[src/rtl/fifo_if.sv]
// Handshake and status bundle between a synchronous FIFO and its user.
// The user side drives requests and write data. The FIFO side returns read data and status.
interface fifo_if #(
  parameter int DATA_WIDTH = 8,
  parameter int DEPTH      = 10
);
  localparam int CNT_WIDTH = $clog2(DEPTH + 1);

  logic                  w_en;
  logic [DATA_WIDTH-1:0] wdata;
  logic                  r_en;
  logic [DATA_WIDTH-1:0] rdata;
  logic                  rvalid;
  logic                  full;
  logic                  empty;
  logic                  almost_full;
  logic                  almost_empty;
  logic [CNT_WIDTH-1:0]  count;
  logic                  overflow;
  logic                  underflow;

  modport master (
    output w_en, wdata, r_en,
    input  rdata, rvalid, full, empty, almost_full, almost_empty, count,
           overflow, underflow
  );

  modport slave (
    input  w_en, wdata, r_en,
    output rdata, rvalid, full, empty, almost_full, almost_empty, count,
           overflow, underflow
  );
endinterface

[src/rtl/fifo_sync_non2n.sv]
// Single-clock FIFO of arbitrary depth with registered read data, fill-level flags
// and sticky overflow/underflow indicators.
module fifo_sync_non2n #(
  parameter int DATA_WIDTH = 8,
  parameter int DEPTH      = 10,
  parameter int AF_LEVEL   = 8,
  parameter int AE_LEVEL   = 2
) (
  input logic   clk,
  input logic   rst,
  fifo_if.slave bus
);
  localparam int PTR_WIDTH = $clog2(DEPTH);
  localparam int CNT_WIDTH = $clog2(DEPTH + 1);

  localparam logic [PTR_WIDTH-1:0] PTR_LAST = PTR_WIDTH'(DEPTH - 1);
  localparam logic [CNT_WIDTH-1:0] CNT_FULL = CNT_WIDTH'(DEPTH);
  localparam logic [CNT_WIDTH-1:0] CNT_AF   = CNT_WIDTH'(AF_LEVEL);
  localparam logic [CNT_WIDTH-1:0] CNT_AE   = CNT_WIDTH'(AE_LEVEL);

  logic [DATA_WIDTH-1:0] mem [DEPTH];
  logic [PTR_WIDTH-1:0]  wptr;
  logic [PTR_WIDTH-1:0]  rptr;
  logic [CNT_WIDTH-1:0]  count_q;
  logic [DATA_WIDTH-1:0] rdata_q;
  logic                  rvalid_q;
  logic                  overflow_q;
  logic                  underflow_q;
  logic                  full_c;
  logic                  empty_c;
  logic                  wr_acc;
  logic                  rd_acc;

  assign full_c  = (count_q == CNT_FULL);
  assign empty_c = (count_q == '0);
  assign wr_acc  = bus.w_en & ~full_c;
  assign rd_acc  = bus.r_en & ~empty_c;

  // Depth need not be a power of two, so the wrap is an explicit compare.
  function automatic logic [PTR_WIDTH-1:0] ptr_next(input logic [PTR_WIDTH-1:0] p);
    return (p == PTR_LAST) ? '0 : p + 1'b1;
  endfunction

  always_ff @(posedge clk) begin
    if (!rst && wr_acc) begin
      mem[wptr] <= bus.wdata;
    end
  end

  always_ff @(posedge clk) begin
    if (rst) begin
      wptr        <= '0;
      rptr        <= '0;
      count_q     <= '0;
      rdata_q     <= '0;
      rvalid_q    <= 1'b0;
      overflow_q  <= 1'b0;
      underflow_q <= 1'b0;
    end else begin
      rvalid_q <= rd_acc;
      if (wr_acc) begin
        wptr <= ptr_next(wptr);
      end
      if (rd_acc) begin
        rptr    <= ptr_next(rptr);
        rdata_q <= mem[rptr];
      end
      case ({wr_acc, rd_acc})
        2'b10:   count_q <= count_q + 1'b1;
        2'b01:   count_q <= count_q - 1'b1;
        default: count_q <= count_q;
      endcase
      if (bus.w_en && full_c) begin
        overflow_q <= 1'b1;
      end
      if (bus.r_en && empty_c) begin
        underflow_q <= 1'b1;
      end
    end
  end

  assign bus.rdata        = rdata_q;
  assign bus.rvalid       = rvalid_q;
  assign bus.count        = count_q;
  assign bus.full         = full_c;
  assign bus.empty        = empty_c;
  assign bus.almost_full  = (count_q >= CNT_AF);
  assign bus.almost_empty = (count_q <= CNT_AE);
  assign bus.overflow     = overflow_q;
  assign bus.underflow    = underflow_q;
endmodule
[src/flat_wrapper.sv]
// flat-port wrapper written by rule: the top's interface ports become plain ports
module fifo_sync_non2n_flat 
#(
  parameter int DATA_WIDTH = 8,
  parameter int DEPTH      = 10,
  parameter int AF_LEVEL   = 8,
  parameter int AE_LEVEL   = 2
)
  (clk, rst, bus_w_en, bus_wdata, bus_r_en, bus_rdata, bus_rvalid, bus_full, bus_empty, bus_almost_full, bus_almost_empty, bus_count, bus_overflow, bus_underflow);
  fifo_if #(.DATA_WIDTH(DATA_WIDTH), .DEPTH(DEPTH)) bus_i ();
  input logic clk;
  input logic rst;
  input wire logic [$bits(bus_i.w_en)-1:0] bus_w_en;
  input wire logic [$bits(bus_i.wdata)-1:0] bus_wdata;
  input wire logic [$bits(bus_i.r_en)-1:0] bus_r_en;
  output wire logic [$bits(bus_i.rdata)-1:0] bus_rdata;
  output wire logic [$bits(bus_i.rvalid)-1:0] bus_rvalid;
  output wire logic [$bits(bus_i.full)-1:0] bus_full;
  output wire logic [$bits(bus_i.empty)-1:0] bus_empty;
  output wire logic [$bits(bus_i.almost_full)-1:0] bus_almost_full;
  output wire logic [$bits(bus_i.almost_empty)-1:0] bus_almost_empty;
  output wire logic [$bits(bus_i.count)-1:0] bus_count;
  output wire logic [$bits(bus_i.overflow)-1:0] bus_overflow;
  output wire logic [$bits(bus_i.underflow)-1:0] bus_underflow;
  assign bus_i.w_en = bus_w_en;
  assign bus_i.wdata = bus_wdata;
  assign bus_i.r_en = bus_r_en;
  assign bus_rdata = bus_i.rdata;
  assign bus_rvalid = bus_i.rvalid;
  assign bus_full = bus_i.full;
  assign bus_empty = bus_i.empty;
  assign bus_almost_full = bus_i.almost_full;
  assign bus_almost_empty = bus_i.almost_empty;
  assign bus_count = bus_i.count;
  assign bus_overflow = bus_i.overflow;
  assign bus_underflow = bus_i.underflow;
  fifo_sync_non2n #(.DATA_WIDTH(DATA_WIDTH), .DEPTH(DEPTH), .AF_LEVEL(AF_LEVEL), .AE_LEVEL(AE_LEVEL)) u_core (.clk(clk), .rst(rst), .bus(bus_i));
endmodule
[config.mk]
export PLATFORM = sky130hd
export DESIGN_NAME = fifo_sync_non2n_flat
export DESIGN_NICKNAME = d
export VERILOG_FILES = /design/src/rtl/fifo_if.sv /design/src/rtl/fifo_sync_non2n.sv /design/src/flat_wrapper.sv
export SDC_FILE = /design/constraint.sdc
export NUM_CORES = 1
export LEC_CHECK = 0
export ABC_AREA = 0
export BUFFER_PORTS_ARGS = -buffer_cell sky130_fd_sc_hd__buf_2
export CORE_AREA = 10 10 97 99
export DETAILED_ROUTE_END_ITERATION = 8
export DIE_AREA = 0 0 107 109
export GPL_TIMING_DRIVEN = 1
export PLACE_DENSITY = 0.81
export REMOVE_ABC_BUFFERS = 1
export SLEW_MARGIN = 20
export SYNTH_ARGS = -nofsm -noshare
export SYNTH_HDL_FRONTEND = slang
export SYNTH_SLANG_ARGS = --single-unit
[constraint.sdc]
create_clock -name clk -period 2.7 [get_ports clk]
set_input_delay 0.405 -clock clk [delete_from_list [all_inputs] [get_ports clk]]
set_output_delay 0.405 -clock clk [all_outputs]
set_load 0.005 [all_outputs]
Word level (Yosys, flattened, before mapping). Memory sizes are Yosys's and may differ from the RTL's. A register that Yosys moved wholly into a read port is not among the register bits. Cells that the tools add are included.

$add $sub $neg: 4. Magnitude comparators: 2. Eq/ne operators: 5. Mux-type cells: 5. Bitwise operators: 4. Reduce and logical (&&, ||, !) cells: 6.

Operator list (number): $add 4x1->4 const B (3); $eq 4x4->1 const B (3); $mux 4 (2); $pmux 4 s2 (1); $ge 4x4->1 const B (1); $le 4x2->1 const B (1); $logic_not 4->1 (1); $sub 4x1->4 const B (1); $logic_and 1x1->1 (3); $and 1x1->1 (2); $eq 2x1->1 const B (1); $eq 2x2->1 const B (1); $mux 1 (2); $not 1->1 (2); $reduce_bool 2->1 (1); $logic_not 1->1 (1).

Register bits after elaboration: 15. Memory bits (writable): 80. Bits of input ports: 12. Logic and storage cells: 33. Memories: 1.

Memories: u_core.mem (words 10, bits a word 8, rd ports 1, clocked after memory_dff 1, write ports 1, line fifo_sync_non2n.sv:21) `logic [DATA_WIDTH-1:0] mem [DEPTH];`.

Depth between registers and ports, before layout.
Depth after elaboration: 6. Mapped depth: 12.

Worst setup path before layout. No wires, ideal clock.

Kind: reg2reg. Start point: register u_core.count_q[1], in the netlist u_core.bus.count[1]. End point: register u_core.count_q[2], in the netlist u_core.bus.count[2]. Library setup time: 0.123 ns. Arrival time: 2.478 ns. Required time: 2.577 ns. Slack: 0.099 ns. Cell stages (with the launch flop): 13. Buffers on the path: 3. Clock period less this slack: 2.601 ns. Path through: dfxtp_1 -> buf_2 -> nor4_2 -> nand2b_1 -> buf_4 -> inv_2 -> buf_4 -> ha_1 -> xor2_1 -> ha_1 -> a21oi_2 -> mux2i_1 -> mux2_1.

Longest elaborated chain between the ends: 5. Elaborated cells on any way between the ends: 12. Classes of those cells: add/sub: 2; eq/ne: 3; mux: 1; bitwise: 4; reduce/logical: 2.

Ends and longest elaborated chain: start: declaration (line fifo_sync_non2n.sv:24) `logic [CNT_WIDTH-1:0] count_q;`; start signal: assignment (line fifo_sync_non2n.sv:69) `2'b10: count_q <= count_q + 1'b1;`; start signal: assignment (line fifo_sync_non2n.sv:70) `2'b01: count_q <= count_q - 1'b1;`; start signal: assignment (line fifo_sync_non2n.sv:71) `default: count_q <= count_q;`; $logic_not 4->1 * (line fifo_sync_non2n.sv:35) `assign empty_c = (count_q == '0);`; named net bus_empty (line flat_wrapper.sv:19) `output wire logic [$bits(bus_i.empty)-1:0] bus_empty;`; $not 1->1 * (line fifo_sync_non2n.sv:37) `assign rd_acc = bus.r_en & ~empty_c;`; $and 1x1->1 * (line fifo_sync_non2n.sv:37); named net u_core.rd_acc (line fifo_sync_non2n.sv:32) `logic rd_acc;`; $eq 2x1->1 or $eq 2x2->1 (tied branches) (line fifo_sync_non2n.sv:68) `case ({wr_acc, rd_acc})`; $pmux 4 s2 or $reduce_bool 2->1 (tied branches).

Mark *: on every way through the listed nets, which the timed path passes. The rest lies on a longest branch. A chain may end at the register's enable or synchronous reset.

Final worst setup path.
Start point: register u_core.count_q[2], in the netlist u_core.bus.count[2]. End point: register u_core.count_q[2], in the netlist u_core.bus.count[2].

Longest elaborated chain between the ends: 5. Elaborated cells on any way between the ends: 12. Classes of those cells: add/sub: 2; eq/ne: 3; mux: 1; bitwise: 4; reduce/logical: 2.

Ends and longest elaborated chain (line): $eq 4x4->1 or $logic_not 4->1 (tied branches) (fifo_sync_non2n.sv:34, fifo_sync_non2n.sv:35); $not 1->1, on equally long branches (fifo_sync_non2n.sv:36, fifo_sync_non2n.sv:37); $and 1x1->1, on equally long branches (fifo_sync_non2n.sv:36, fifo_sync_non2n.sv:37); $eq 2x1->1 or $eq 2x2->1 (tied branches) (fifo_sync_non2n.sv:68); $pmux 4 s2 or $reduce_bool 2->1 (tied branches).

Parallel ways exist; a longest one is shown, timed or not.

==> summary.md <==
| Metric | Value |
|---|---|
| Max_cap viols | 0 |
| Main synth FF type | edfxtp_1 |
| GRT Residual Overflow | 0 |
| Area of all placed cells without fillers | approximately 0.0048 mm² |
| Simple-Gate Fraction of Synth Area | 0.08010 |
| Site row count | 32 |
| Setup slack, reg-to-reg | about 0.24 ns |
| Number of detailed-routing iterations run before antenna repair | 4 |
| Post-synthesis instance area | approximately 0.0043 mm² |
| Clock insertion delay at the later pin of the skew report | ~0.37 ns |
| Fraction of synthesized cell area in xor and xnor cells | 0.01020 |
| Placed instance count | 404 |
| Final HPWL DP | approximately 4800 µm |
| Clock net sink count | just over 100 |
| Utilization after layout | 0.6321 |
| Diodes inserted | 0 |
| Worst hold path class | in2reg |
| Routed wire length | ~7000 µm |
| Die Wd | about 110 µm |
| Maximum level of the CTS H-tree | 3 |
| FMAX | between 400 and 500 MHz |
| Count of cells resized by post-cts repair | 0 |
| Areal power density over the cells | ~780 mW/mm² |
| Worst Min Path Start | bus_r_en |
| Non-Filler Instances | 420 |
| Peak supply drop | between 0.0002 and 0.0003 V |
| Average footprint of a synthesized cell | around 16 µm² |
| Crit. Startpoint | u_core.bus.count[2] |
| CTS Root Cell | clkbuf_8 |
| Maximum number of pins on one net before global-route repair | 28 |
| Final number of setup-violating endpoints | 0 |
| Number of hold buffers added after CTS | 0 |
| Largest area contributor in the synthesized netlist | edfxtp_1 |
| CP max-delay cell | dfxtp_1 |
| Comb power frac | 0.240 |
| Final hold viol count | 0 |
| Longest individual stage delay on the worst path | between 0.5 and 0.6 ns |
| Y dimension of the die | approximately 110 µm |
| Reg2reg start | u_core.bus.count[2] |
| Count of nets left with antenna violations after detail routing | 0 |
| Part of the cycle the worst path needs | 0.9114 |
| Power dissipated by switching net loads | about 1.1 mW |
| Number of global-route vias before repair | around 2200 |
| Launching element type of the critical path | flip-flop |
| Critical path cell sequence | and4bb_4, nand2b_1, ha_1, xor2_1, ha_1, a21oi_2, mux2i_1, mux2_1 |
| #FFs+latches synth | approximately 100 |
| Share of synthesized registers carrying an async set or reset | 0 |
| Layout-stage area growth over the synthesis result | 10.78% |
| Leading cell types by count after synthesis | edfxtp_1 (80), dfxtp_1 (23), nand2_1 (22), nor2_1 (21), a21oi_1 (15) |
| Clock tree skew after final layout | between 0.01 and 0.015 ns |
| Clock buffer depth | 2 |
| Number of warnings reported in the yosys synthesis log | 0 |
| Post-route DRC | 0 |
| Starting Density | 0.5706 |
| Tightest Pin Transition | 0.7517 ns |
| Number of synthesized flops with an enable pin | 80 |
| Vias per cell | 5.498 |
| Static Leak | 1.641 nW |
| Count of cells along the worst register-to-register path | 8 |
| Endpoint arrival time on the critical path | approximately 2.7 ns |
| Worst setup endpoint | u_core.bus.count[2] |
| I/O pin cnt | 31 |
| Result of the run | complete, no violations |
| Number of buffer cells added on primary ports | 30 |
| WL per Instance | 16.44 µm |
| Setup total negative slack | 0 ns |
| All-Layer GR Usage | 0.1235 |
| Placeable core area | around 0.0075 mm² |
| Global-route wire length before repair | approximately 11000 µm |
| Number of distinct library cells after synthesis | 44 |
| Detailed router's first-iteration violation count | around 140 |
| Fraction of power spent switching nets | 0.2944 |
| Crit-path most repeated cell | ha_1 |
| Cell internal power dissipation | between 2 and 3 mW |
| Sequential cell fraction of total power | 0.515 |
| Post-synthesis sequential area ratio | 0.6665 |
| TritonCTS clock tree | done |
| Number of antenna violations at the first check in global routing | 0 |
| Number of post-CTS setup repair buffers | 0 |
| Area fraction in compound gates after synthesis | 0.06671 |
| Critical path start-end classification | reg2reg |
| Mux share of post-synthesis cell area | 0.1413 |
| Clock network power share | 0.245 |
| Most frequent cell after synthesis | edfxtp_1 |
| Capture instance of the worst register-to-register path | u_core.bus.count[2] |
| Gate count of the mapped netlist | 276 |
| Final Max Slew Viols | 0 |
| Critical path fanouts, max | 9 |
| Instance area at placement | about 0.0046 mm² |
| Total number of nets in the final design | 327 |
| Critical path endpoint category | flip-flop |
| Required time of the critical path | a little under 3 ns |
| Top cell type's share of synthesized area | 0.5593 |
| Period minus WS final | between 2 and 2.5 ns |
| Layout cells sized above 1 | 0.2862 |
| Setup repair after global routing missed its margin | no |
| Vias after detailed routing | about 2300 |
| Clock-pin transition on the worst setup and hold timing paths | 0.10 ns |
| Dominant cells by area after synthesis | edfxtp_1 (56%), dfxtp_1 (11%), mux4_2 (5.2%) |
| Dominant combinational cell family by area after synthesis | multiplexers |
| Placer's final routability congestion estimate | 0.8176 |
| Floorplan die area | ~0.012 mm² |
| Number of CTS-inserted buffers | 9 |
| Normalized max-slew margin | 0.4982 |
| Post-synthesis share of cell area spent on full adders, half adders and majority gates | 0.005826 |
-- registers in the layout, summed over array words and instances, names as in the netlist --
| signal | flops |
|---|---|
| u_core.bus.count | 4 |
| u_core.bus.overflow | 1 |
| u_core.bus.rdata | 8 |
| u_core.bus.rvalid | 1 |
| u_core.bus.underflow | 1 |
| u_core.mem | 80 |
| u_core.rptr | 4 |
| u_core.wptr | 4 |
-- power by group through the flow --
stage / Combinational [mW] / Clock, mW / Sequential, mW
after floorplan: 0.538 / 0 / 1.99
after global placement: 0.882 / 0 / 1.93
after detailed placement: 0.898 / 0 / 1.94
after CTS: 0.902 / 0.940 / 1.90
after global routing: 0.983 / 0.987 / 1.92
final: 0.887 / 0.906 / 1.90
-- per-layer routing --
metal,up-vias,GRT usage,part of all wire
li1,1124,-,-
met1,1134,0.1475,0.43
met2,41,0.2006,0.50
met3,10,0.03245,0.046
met4,0,0.06963,0.021
met5,-,0,0
-- through the flow --
| stage | hold slack (ns) | worst slack, ns | total power [mW] |
|---|---|---|---|
| 2_1_floorplan | 0.4467 | 0.07681 | 2.523 |
| 3_3_place_gp | 0.4398 | 0.3701 | 2.812 |
| 3_5_place_dp | 0.4438 | 0.2443 | 2.836 |
| 4_1_cts | 0.3199 | 0.2216 | 3.745 |
| 5_1_grt | 0.3432 | 0.08211 | 3.889 |
| 6_report | 0.3362 | 0.2393 | 3.696 |
-- worst min path at each step --
stage,end,cells past startpoint
floorplan,u_core.bus.rdata[0],2
global placement,u_core.bus.rdata[6],2
detailed placement,u_core.bus.rdata[6],2
CTS,u_core.bus.underflow,3
global route,u_core.bus.underflow,3
finish,u_core.bus.underflow,3
-- cell usage in the layout (no fill, tap or decap), drive strengths merged --
cell / synthesis / routed
a2111oi: 1 / 1
a211oi: 1 / 1
a21bo: 1 / 1
a21o: 1 / 1
a21oi: 16 / 16
and3: 1 / 1
and4bb: 1 / 1
buf: 9 / 44
clkbuf: 9 / 9
clkinv: 0 / 3
dfxtp: 23 / 23
edfxtp: 80 / 80
ha: 2 / 2
inv: 5 / 9
mux2: 9 / 9
mux2i: 10 / 10
mux4: 16 / 16
nand2: 22 / 22
nand2b: 7 / 7
nand3: 1 / 1
nand3b: 1 / 1
nand4b: 1 / 1
nor2: 21 / 21
nor2b: 3 / 3
nor3: 5 / 5
nor3b: 2 / 2
nor4: 1 / 1
o2111ai: 1 / 1
o211ai: 10 / 10
o21ai: 7 / 7
o32a: 1 / 1
or3: 3 / 3
xnor2: 1 / 1
xor2: 4 / 4
-- critical path, delay by kind of cell, from the launching register on --
kind                     cells  cell delay, ns
flip-flops                   1            0.51
adder cells (fa/ha/maj)      2            0.48
XOR/XNOR                     1            0.16
AND/OR/NAND/NOR              2            0.54
multiplexers                 2            0.54
AO/OA/AOI/OAI                1            0.12
-- area by class of cell --
type,count,area (µm²)
flip-flops and latches,103,2863
clock buffers,9,123.9
fillers,566,2769
repair buffers,44,255.2
well taps,102,127.6
inverters,5,18.77
clock inverters,7,63.81
multi-input cells,150,1306
-- logic make-up after synthesis --
group           after synthesis
mux                          35
simple gates                 69
xor+xnor                      5
fa+ha+maj                     2
buf+inv                      23
compound gates               39
flops                       103
Power figures use the tool's default switching activity.
